--- src/rtl/maindec_exc_seq.sv ---
// Registered LEGv8 main decoder with an exception sequencer that detects invalid
// opcodes and prioritised external interrupts, flushes, runs the handler and returns on ERET.
module maindec_exc_seq #(
  parameter int NUM_IRQ      = 2,
  parameter int FLUSH_CYCLES = 2,
  parameter int ESTATUS_W    = 4
) (
  input  logic                 clk,
  input  logic                 reset,
  input  logic [10:0]          Op,
  input  logic                 OpValid,
  input  logic [NUM_IRQ-1:0]   ExtIRQ,
  output logic                 Reg2Loc,
  output logic                 MemtoReg,
  output logic                 RegWrite,
  output logic                 MemRead,
  output logic                 MemWrite,
  output logic                 Branch,
  output logic                 ERet,
  output logic [1:0]           ALUSrc,
  output logic [1:0]           ALUOp,
  output logic [ESTATUS_W-1:0] EStatus,
  output logic                 ExcTaken,
  output logic                 Flush,
  output logic                 InHandler,
  output logic                 CtrlValid
);

  typedef enum logic [1:0] {ST_RUN, ST_FLUSH, ST_HANDLER} state_t;

  state_t               r_state;
  logic [3:0]           r_flushCnt;
  logic [10:0]          r_ctrl;
  logic [ESTATUS_W-1:0] r_estatus;
  logic                 r_excTaken;
  logic                 r_flush;
  logic                 r_inHandler;
  logic                 r_ctrlValid;

  logic [10:0] w_ctrl;
  logic        w_known;
  logic        w_isEret;
  logic        w_invalid;
  logic        w_irqAny;
  logic [2:0]  w_irqIdx;
  logic        w_takeExc;

  // Control bundle: {Reg2Loc, ALUSrc[1:0], MemtoReg, RegWrite, MemRead, MemWrite, Branch, ALUOp[1:0], ERet}
  always_comb begin
    w_ctrl   = '0;
    w_known  = 1'b1;
    w_isEret = 1'b0;
    casez (Op)
      11'b11111000010: w_ctrl = {1'b0, 2'b01, 1'b1, 1'b1, 1'b1, 1'b0, 1'b0, 2'b00, 1'b0};
      11'b11111000000: w_ctrl = {1'b1, 2'b01, 1'b0, 1'b0, 1'b0, 1'b1, 1'b0, 2'b00, 1'b0};
      11'b10110100???: w_ctrl = {1'b1, 2'b00, 1'b0, 1'b0, 1'b0, 1'b0, 1'b1, 2'b01, 1'b0};
      11'b10001011000,
      11'b11001011000,
      11'b10001010000,
      11'b10101010000: w_ctrl = {1'b0, 2'b00, 1'b0, 1'b1, 1'b0, 1'b0, 1'b0, 2'b10, 1'b0};
      11'b11010110100: begin
        w_ctrl   = {1'b0, 2'b00, 1'b0, 1'b0, 1'b0, 1'b0, 1'b1, 2'b01, 1'b1};
        w_isEret = 1'b1;
      end
      11'b1101010100?: w_ctrl = {1'b1, 2'b10, 1'b0, 1'b1, 1'b0, 1'b0, 1'b0, 2'b01, 1'b0};
      default:         w_known = 1'b0;
    endcase
  end

  // Scan from the top so the lowest set bit (highest priority) wins.
  always_comb begin
    w_irqIdx = '0;
    for (int i = NUM_IRQ - 1; i >= 0; i--) begin
      if (ExtIRQ[i]) w_irqIdx = 3'(i);
    end
  end

  assign w_irqAny  = |ExtIRQ;
  assign w_invalid = OpValid && (!w_known || (w_isEret && (r_state == ST_RUN)));
  assign w_takeExc = w_invalid || ((r_state == ST_RUN) && w_irqAny);

  always_ff @(posedge clk or negedge reset) begin
    if (!reset) begin
      r_state     <= ST_RUN;
      r_flushCnt  <= '0;
      r_ctrl      <= '0;
      r_estatus   <= '0;
      r_excTaken  <= 1'b0;
      r_flush     <= 1'b0;
      r_inHandler <= 1'b0;
      r_ctrlValid <= 1'b0;
    end else begin
      r_excTaken <= 1'b0;
      case (r_state)
        ST_RUN, ST_HANDLER: begin
          if (w_takeExc) begin
            if (w_invalid)
              r_estatus <= (r_state == ST_RUN) ? ESTATUS_W'(2) : ESTATUS_W'(3);
            else
              r_estatus <= ESTATUS_W'(4'd8 + {1'b0, w_irqIdx});
            r_state     <= ST_FLUSH;
            r_flushCnt  <= 4'(FLUSH_CYCLES - 1);
            r_excTaken  <= 1'b1;
            r_flush     <= 1'b1;
            r_inHandler <= 1'b0;
            r_ctrl      <= '0;
            r_ctrlValid <= 1'b0;
          end else begin
            r_ctrl      <= OpValid ? w_ctrl : '0;
            r_ctrlValid <= OpValid;
            if ((r_state == ST_HANDLER) && OpValid && w_isEret) begin
              r_state     <= ST_RUN;
              r_inHandler <= 1'b0;
            end
          end
        end
        ST_FLUSH: begin
          r_ctrl      <= '0;
          r_ctrlValid <= 1'b0;
          if (r_flushCnt == 4'd0) begin
            r_flush     <= 1'b0;
            r_inHandler <= 1'b1;
            r_state     <= ST_HANDLER;
          end else begin
            r_flushCnt <= r_flushCnt - 4'd1;
          end
        end
        default: r_state <= ST_RUN;
      endcase
    end
  end

  assign {Reg2Loc, ALUSrc, MemtoReg, RegWrite, MemRead, MemWrite, Branch, ALUOp, ERet} = r_ctrl;
  assign EStatus   = r_estatus;
  assign ExcTaken  = r_excTaken;
  assign Flush     = r_flush;
  assign InHandler = r_inHandler;
  assign CtrlValid = r_ctrlValid;

endmodule

--- config.mk ---
export PLATFORM = sky130hd
export DESIGN_NAME = maindec_exc_seq
export DESIGN_NICKNAME = d
export VERILOG_FILES = /design/src/rtl/maindec_exc_seq.sv
export SDC_FILE = /design/constraint.sdc
export NUM_CORES = 1
export LEC_CHECK = 0
export ABC_AREA = 1
export CAP_MARGIN = 20
export CORE_ASPECT_RATIO = 0.7
export CORE_MARGIN = 2
export CORE_UTILIZATION = 45
export CTS_BUF_LIST = sky130_fd_sc_hd__clkbuf_2 sky130_fd_sc_hd__clkbuf_4 sky130_fd_sc_hd__clkbuf_8
export DETAILED_ROUTE_END_ITERATION = 10
export PLACE_DENSITY = 0.82
export SLEW_MARGIN = 40
export SYNTH_ARGS = -nofsm -noshare
export SYNTH_HDL_FRONTEND = slang
export SYNTH_SLANG_ARGS = --single-unit
--- constraint.sdc ---
create_clock -name clk -period 3.8 [get_ports clk]
set_clock_uncertainty 0.05 [all_clocks]
set_input_delay 0.57 -clock clk [delete_from_list [all_inputs] [get_ports clk]]
set_output_delay 0.57 -clock clk [all_outputs]
set_load 0.02 [all_outputs]
==> results.toml, run 1 <==
[setup_path]
rr_worst_depth = 6
cp-start-kind = "input pin"
worstSetupPathType = "input pin to register"
cp_common_cell = "nand2_1"
cp_cell_sequence = "clkdlybuf4s50_1, nand2_1, nor2_2, nand2_1, o21ai_2, nand2_2, nand2_1, nand2_2, nand2_4, nand4_4, o21bai_1"
rrSetupSlack_ns = 2.23
endpoint_kind = "register"
slowest_delay_ns = 0.60
critPathMaxFanout = 11
crit_path_top_delay_cell = "clkdlybuf4s50_1"
cp.required_ns = 3.94
r2r_start = "r_state[1]$_DFFE_PN0P_"
worst_ep_arrival_time_ns = 2.34
r2r_end = "r_flushCnt[0]$_DFFE_PN0P_"

[floorplanning]
core-area_sq_mm = 0.00308
dieHeight_um = 51.0
ios = 35
dieArea_sq_mm = 0.00363
start_util = 0.461
std_cell_rows = 17
die_width_um = 71.2

[logic_synthesis]
synthesis.area_sq_mm = 0.00142
synth_common_cells = "nand2_1, inv_1, nor2_1"
ys_async_sr_fraction = 1.00
ys_seq_area_frac = 0.405
syn_area_per_cell_sq_um = 7.49
synth_most_common_cell = "nand2_1"
synth_ff_type = "dfrtp_1"
synth_area_leaders = "dfrtp_1, nand2_1, inv_1"
synth_cells = 190
synth_nets = 207
synth_warnings = 0
ys_ff_latch = 23
netlist.area_leader.share = 0.405
ys_types = 26
yosys.area.top_type = "dfrtp_1"
synth_edf_count = 0

[sta]
tightestPinTransition_ns = 0.746
hold_violations = 0
relSlewSlack = 0.497
grt_setup_unrepaired = "false"
post-route-min-period_ns = 2.20
worst_slack_ns = 1.60
drv_slew = 0
final-setup-viol-count = 0
finalSetupTns_ns = 0
fmax_mhz = 455
fin_crit_sh = 0.578

[clocking]
ctsHoldBuffers = 0
clock_path_buffers = 2
insertion_delay_ns = 0.27
post_cts_buffers = 0
htree_levels = 1
clk_pin_slew_ns = 0.08
clock-sinks = 23
cts_tree = "yes"
post_cts_resized = 0
cts_buffers = 3
cts_root_buf = "clkbuf_8"

[power_and_ir_drop]
irDropWorstVdd_uv = 308
p_comb_frac = 0.449
p_per_area_mw_per_mm2 = 495
clkPwrFrac = 0.169
p_int_uw = 532
seq_power_share = 0.381
power_leakage_uw = 0.000871
swShare = 0.409
p_switching_uw = 368

[worst_hold_path]
hp-class = "input pin to asynchronous set/reset pin"

[drt]
vias = 1257
post_drt_wl_per_cell_um = 11.1
ant_nets = 0
initialDrtViolationCount = 75
drt-vias-per-instance = 4.80
dr.pass1.iters = 4
drc = 0
routed_wl_um = 2910

[global_routing]
overflow = 0
grt_pass1_vias = 1144
antenna_found_initial = 0
grt_pass1_wl_um = 5060
grt_max_degree = 24
grtUsageTotal = 0.178

[placement]
place_ws_ns = 1.35
gp_congestion = 0.875
portBuffers = 33
place_hpwl_um = 2280
dp.cells = 258

[status]
outcome = "finished, final reports clean"

[flow_run]
drv_cap = 0

[layout]
insertedDiodeCount = 0
layout-drive-gt1-share = 0.129
area_growth_pct = 27.6
instances_no_fill = 262
final_nets = 242
worst max-delay path: cells and delay by family:
family          cells  cell delay [ns]
simple gates        8             0.88
buf+inv             1             0.60
compound gates      2             0.28
through the flow:
stage                     total power, uW  hold slack, ns  area (sq um)  utilization
after floorplan                       619           0.224          1420            -
after global placement                744           0.408          1770        0.575
after detailed placement              751           0.407          1770        0.574
after CTS                             906           0.225          1820        0.589
after global routing                  977           0.251          1820        0.589
final                                 899           0.213          1820        0.589
how the worst max path moves through the flow:
stage                     start                         to  depth (start not counted)
after floorplan           Op[4]     EStatus[0]$_DFFE_PN0P_                         14
after global placement    Op[3]      r_ctrl[4]$_DFFE_PN0N_                         11
after detailed placement  Op[3]      r_ctrl[4]$_DFFE_PN0N_                         11
after CTS                 Op[3]      r_ctrl[4]$_DFFE_PN0N_                         11
after global routing      Op[3]  r_flushCnt[0]$_DFFE_PN0P_                         14
final                     Op[3]      r_ctrl[4]$_DFFE_PN0N_                         11
cell usage in the layout, fill, tap and decap left out, types with 2 or more instances in the layout:
master and n:
nand2_2 4, o21bai_1 2, nand4_1 5, dfrtp_1 23, clkbuf_8 3, nand3_1 13, o21bai_2 9, inv_2 3
inv_1 32, nor2_1 29, nand2_1 43, nand2_4 2, nor3_1 4, and3_1 2, clkdlybuf4s50_1 32, nor4_1 3
nor2_2 3, nand3b_1 2
kinds of logic (layout without fill, tap and decap cells):
group	after synthesis	after routing	synth area share
xor+xnor	1	1	0.00616
flops	23	23	0.405
fa+ha+maj	1	1	0.00879
buf+inv	38	72	0.111
compound gates	15	15	0.101
other cells	1	1	0.00264
simple gates	111	111	0.366
layer usage:
layer | up-vias | wire length [um] | global-route usage
met4 | 0 | 0 | 0.0283
met3 | 0 | 150 | 0.0493
met5 | - | 0 | 0
met1 | 558 | 1540 | 0.261
met2 | 38 | 1220 | 0.267
li1 | 661 | - | -
final cells by class:
type | count | area, sq um
fillers | 265 | 1270
clock buffers | 3 | 41.3
clock inverters | 1 | 5.00
inverters | 35 | 131
repair buffers | 33 | 325
flip-flops and latches | 23 | 576
multi-input cells | 129 | 689
well taps | 38 | 47.5
sequential cells by signal (all words and copies together), names as in the netlist:
register,count
r_state,2
Flush,1
ExcTaken,1
CtrlValid,1
EStatus,3
r_flushCnt,4
r_ctrl,10
InHandler,1
power groups by stage:
stage / Combinational [uW] / Sequential, uW / Clock, uW
global placement: 398 / 346 / 0
global route: 459 / 351 / 167
finish: 404 / 343 / 152
detailed placement: 405 / 346 / 0
floorplan: 240 / 379 / 0
CTS: 407 / 342 / 157
Note: power is estimated with default switching activity, not from simulation.
==> run 2, diff against run 1 <==
clock period = 2.2 ns   (was 3.8 ns; I/O delays follow)
==> run 2 against run 1 <==
Net effect: sequential power increased by 72%; clock-buffer cell count stayed put; sequential share of layout area shrank 0.35 points; critical endpoint is now r_ctrl[1]$_DFFE_PN0N_; largest cell class unchanged.
==> results.toml, run 2 (synthesis results as in run 1) <==
[sta]
fin_crit_sh = 0.885
drv_slew = 0
worst_slack_ns = 0.253
hold_violations = 0
final-setup-viol-count = 0
grt_setup_unrepaired = "false"
fmax_mhz = 514
post-route-min-period_ns = 1.95
hold_ws_ns = 0.356

[drt]
drc = 0
drt-vias-per-instance = 4.75
routed_wl_um = 2960
initialDrtViolationCount = 66
post_drt_wl_per_cell_um = 11.2
ant_nets = 0
vias = 1254
dr.pass1.iters = 4

[power_and_ir_drop]
total_power_uw = 1570
power_leakage_uw = 0.000880
p_per_area_mw_per_mm2 = 855
irDropWorstVdd_uv = 517

[setup_path]
worstSetupPathType = "input pin to register"
endpoint_kind = "register"
cp_common_cell = "nand2_1"
rrSetupSlack_ns = 0.71
slowest_delay_ns = 0.60
r2r_end = "r_flushCnt[3]$_DFFE_PN0P_"
crit_start = "Op[3]"
critPathMaxFanout = 11
crit_path_top_delay_cell = "clkdlybuf4s50_1"
cp.required_ns = 2.34
cp_cell_sequence = "clkdlybuf4s50_1, nand2_1, nor2_2, nand2_1, o21ai_2, nand2_2, nand2_1, nand2_2, nand2_4, nand4_4, o21bai_2"
rr_worst_depth = 7
r2r_start = "r_state[0]$_DFFE_PN0P_"
worst_ep_arrival_time_ns = 2.08
cp-start-kind = "input pin"
setup.worst_path.end = "r_ctrl[1]$_DFFE_PN0N_"

[worst_hold_path]
hp-class = "input pin to asynchronous set/reset pin"

[floorplanning]
ios = 35
std_cell_rows = 17
die_width_um = 71.2
core-area_sq_mm = 0.00308
dieHeight_um = 51.0
dieArea_sq_mm = 0.00363
start_util = 0.461

[clocking]
cts_tree = "yes"
post_cts_resized = 0
insertion_delay_ns = 0.27
cts_buffers = 3
cts_root_buf = "clkbuf_8"
post_cts_buffers = 0
clock_path_buffers = 2
htree_levels = 1
ctsHoldBuffers = 0
clock-sinks = 23
clk_pin_slew_ns = 0.08

[layout]
layout_commonest_cell = "nand2_1"
top_register = "r_ctrl"
insertedDiodeCount = 0
finalCoreUtilization = 0.595
area_growth_pct = 29.0
layout-drive-gt1-share = 0.133
instances_no_fill = 264
final_cell_mix = "nand2_1, clkdlybuf4s50_1, inv_1, nor2_1, dfrtp_1"
largest_register_ffs = 10
final_nets = 244

[placement]
portBuffers = 33
dp.cells = 260
gp_congestion = 0.882
place_hpwl_um = 2320
place_ws_ns = 0.00135

[global_routing]
grt_pass1_wl_um = 5090
overflow = 0
grtUsageTotal = 0.181
grt_pass1_vias = 1149
grt_max_degree = 24
antenna_found_initial = 0

[flow_run]
drv_cap = 0

[status]
outcome = "finished, final reports clean"
-- run 2: changes by cell type in the layout (fill, tap and decap cells not counted), sizes merged --
cell,change
clkdlybuf4s50,+1
buf,+1
-- run 2: worst min-delay path by stage --
stage / startpoint / end / cells after the start
3_3_place_gp: r_flushCnt[1]$_DFFE_PN0P_ / r_flushCnt[1]$_DFFE_PN0P_ / 2
5_1_grt: reset / EStatus[0]$_DFFE_PN0P_ / 2
3_5_place_dp: InHandler$_DFFE_PN0P_ / InHandler$_DFFE_PN0P_ / 2
4_1_cts: reset / EStatus[0]$_DFFE_PN0P_ / 2
2_1_floorplan: reset / CtrlValid$_DFFE_PN0N_ / 0
6_report: reset / EStatus[0]$_DFFE_PN0P_ / 2
-- run 2: critical path: cells and delay by family --
family,cells,cell delay [ns]
simple gates,8,0.89
buf+inv,1,0.60
compound gates,2,0.27
-- run 2: metrics by stage --
| stage | cell area [sq um] | TNS, ns |
|---|---|---|
| floorplan | 1420 | 0 |
| global route | 1840 | 0 |
| detailed placement | 1790 | 0 |
| global placement | 1790 | -0.0362 |
| CTS | 1840 | 0 |
| finish | 1840 | 0 |
-- run 2: metal layers --
metal,track usage,share of wire,up-vias
met5,0,0,-
met4,0.0377,0,0
met3,0.0454,0.059,0
met2,0.281,0.43,38
met1,0.256,0.51,550
li1,-,-,666
-- run 2: final cells by class --
class                   instances  area (sq um)
fillers                       264          1250
clock buffers                   3          41.3
clock inverters                 1          5.00
flip-flops and latches         23           576
repair buffers                 35           345
inverters                      35           131
multi-input cells             129           689
well taps                      38          47.5
-- run 2: power by group --
group / total (uW) / switching, uW / internal (uW)
clock: 263 / 136 / 126
sequential: 590 / 65.4 / 524
combinational: 717 / 436 / 281
total: 1570 / 637 / 932
==> run 3, diff against run 2 <==
REMOVE_ABC_BUFFERS = 1   (was default)
==> run 3 against run 2 <==
Net effect: first-iteration DRC count grew 39%; sequential share of layout area fell by 0.17 points; clock-buffer cell count rose by 1; final cell count grew 0.38%; global-route usage grew 0.12 points; via count rose by 1.5%; maximum frequency down 1.1%; die area unchanged; cell area is 0.55% higher; wire length grew 2.3%; register-to-register slack is essentially flat; clock power rose by 4%; largest cell class unchanged.
==> results.toml, run 3 (synthesis results as in run 1) <==
[power_and_ir_drop]
p_int_uw = 948
total_power_uw = 1580
power_leakage_uw = 0.000886
p_switching_uw = 630
swShare = 0.399
irDropWorstVdd_uv = 388
p_comb_frac = 0.451
seq_power_share = 0.375
clkPwrFrac = 0.174
p_per_area_mw_per_mm2 = 855

[global_routing]
overflow = 0
antenna_found_initial = 0
grt_max_degree = 24
grtUsageTotal = 0.182
grt_pass1_wl_um = 5210
grt_pass1_vias = 1198

[clocking]
clk_pin_slew_ns = 0.08
ctsHoldBuffers = 0
clock-sinks = 23
cts_tree = "yes"
cts_root_buf = "clkbuf_8"
clock_path_buffers = 2
post_cts_buffers = 0
post_cts_resized = 0
htree_levels = 1
cts_buffers = 3
insertion_delay_ns = 0.26

[floorplanning]
die_width_um = 71.2
core-area_sq_mm = 0.00308
start_util = 0.461
ios = 35
dieHeight_um = 51.0
dieArea_sq_mm = 0.00363
std_cell_rows = 17

[layout]
layout-drive-gt1-share = 0.137
final_nets = 245
insertedDiodeCount = 0
nFillCells = 307
final_cell_mix = "nand2_1, clkdlybuf4s50_1, inv_1, nor2_1, dfrtp_1"
top_register = "r_ctrl"
area_growth_pct = 29.7
layout_commonest_cell = "nand2_1"
largest_register_ffs = 10

[setup_path]
crit_start = "Op[3]"
critPathMaxFanout = 11
worstSetupPathType = "input pin to register"
rr_worst_depth = 8
r2r_start = "r_state[1]$_DFFE_PN0P_"
cp.required_ns = 2.34
worst_ep_arrival_time_ns = 2.11
rrSetupSlack_ns = 0.71
r2r_end = "r_flushCnt[0]$_DFFE_PN0P_"
cp-start-kind = "input pin"
setup.worst_path.end = "r_ctrl[4]$_DFFE_PN0N_"
endpoint_kind = "register"

[sta]
hold_violations = 0
fin_crit_sh = 0.895
drv_slew = 0
final-setup-viol-count = 0
hold_ws_ns = 0.363
post-route-min-period_ns = 1.97
fmax_mhz = 508
grt_setup_unrepaired = "false"

[drt]
routed_wl_um = 3030
wl_met3_um = 285
initialDrtViolationCount = 92
met2_wirelength_um = 1290
drt-met1-wl_um = 1450
drc = 0
ant_nets = 0
vias = 1273
drt-vias-per-instance = 4.80
post_drt_wl_per_cell_um = 11.4
dr.max_layer_used = "met3"
dr.pass1.iters = 4

[worst_hold_path]
hp-class = "input pin to asynchronous set/reset pin"

[flow_run]
drv_cap = 0

[status]
outcome = "finished, final reports clean"

[placement]
gp_congestion = 0.971
portBuffers = 33
place_hpwl_um = 2360
run 3: cell type report:
class / instances / area (sq um) / share of cell area
Clock buffer: 4 / 48.8 / 0.0264
Inverter: 35 / 131 / 0.0712
Multi-Input combinational cell: 129 / 689 / 0.374
Sequential cell: 23 / 576 / 0.312
Tap cell: 38 / 47.5 / 0.0258
Timing Repair Buffer: 36 / 353 / 0.191
run 3: worst min-delay path by stage:
stage	to	depth (start not counted)
floorplan	CtrlValid$_DFFE_PN0N_	0
global placement	r_flushCnt[1]$_DFFE_PN0P_	2
detailed placement	r_flushCnt[1]$_DFFE_PN0P_	2
CTS	ExcTaken$_DFF_PN0_	2
global route	Flush$_DFFE_PN0P_	2
finish	ExcTaken$_DFF_PN0_	2
run 3: power by group through the flow:
stage	Sequential, uW	Clock [uW]	Combinational [uW]
final	591	274	712
after global routing	604	292	811
after global placement	595	0	707
after detailed placement	598	0	718
after floorplan	654	0	407
after CTS	591	279	719
run 3: routing by layer:
metal  global-route usage  up-vias
met5                    0        -
met4               0.0472        0
met1                0.251      551
li1                     -      665
met2                0.278       57
met3               0.0572        0
run 3: worst max-delay path: stages:
cell,delay (ns)
clkdlybuf4s50_1,0.59
nand2_1,0.10
nor2_2,0.15
nand2_1,0.08
o21ai_2,0.06
nand2_2,0.09
nand2_1,0.09
nand2_2,0.07
nand2_4,0.11
nand4_4,0.22
o21bai_1,0.20
run 3: stage by stage:
stage | TNS (ns) | worst slack, ns | utilization | std cells | area, sq um
after floorplan | 0 | 0.678 | - | 187 | 1400
after global placement | -0.00780 | -0.00780 | 0.583 | 261 | 1800
after detailed placement | -0.354 | -0.0466 | 0.583 | 261 | 1800
after CTS | 0 | 0.228 | 0.598 | 265 | 1850
after global routing | 0 | 0.0309 | 0.598 | 265 | 1850
final | 0 | 0.231 | 0.598 | 265 | 1850
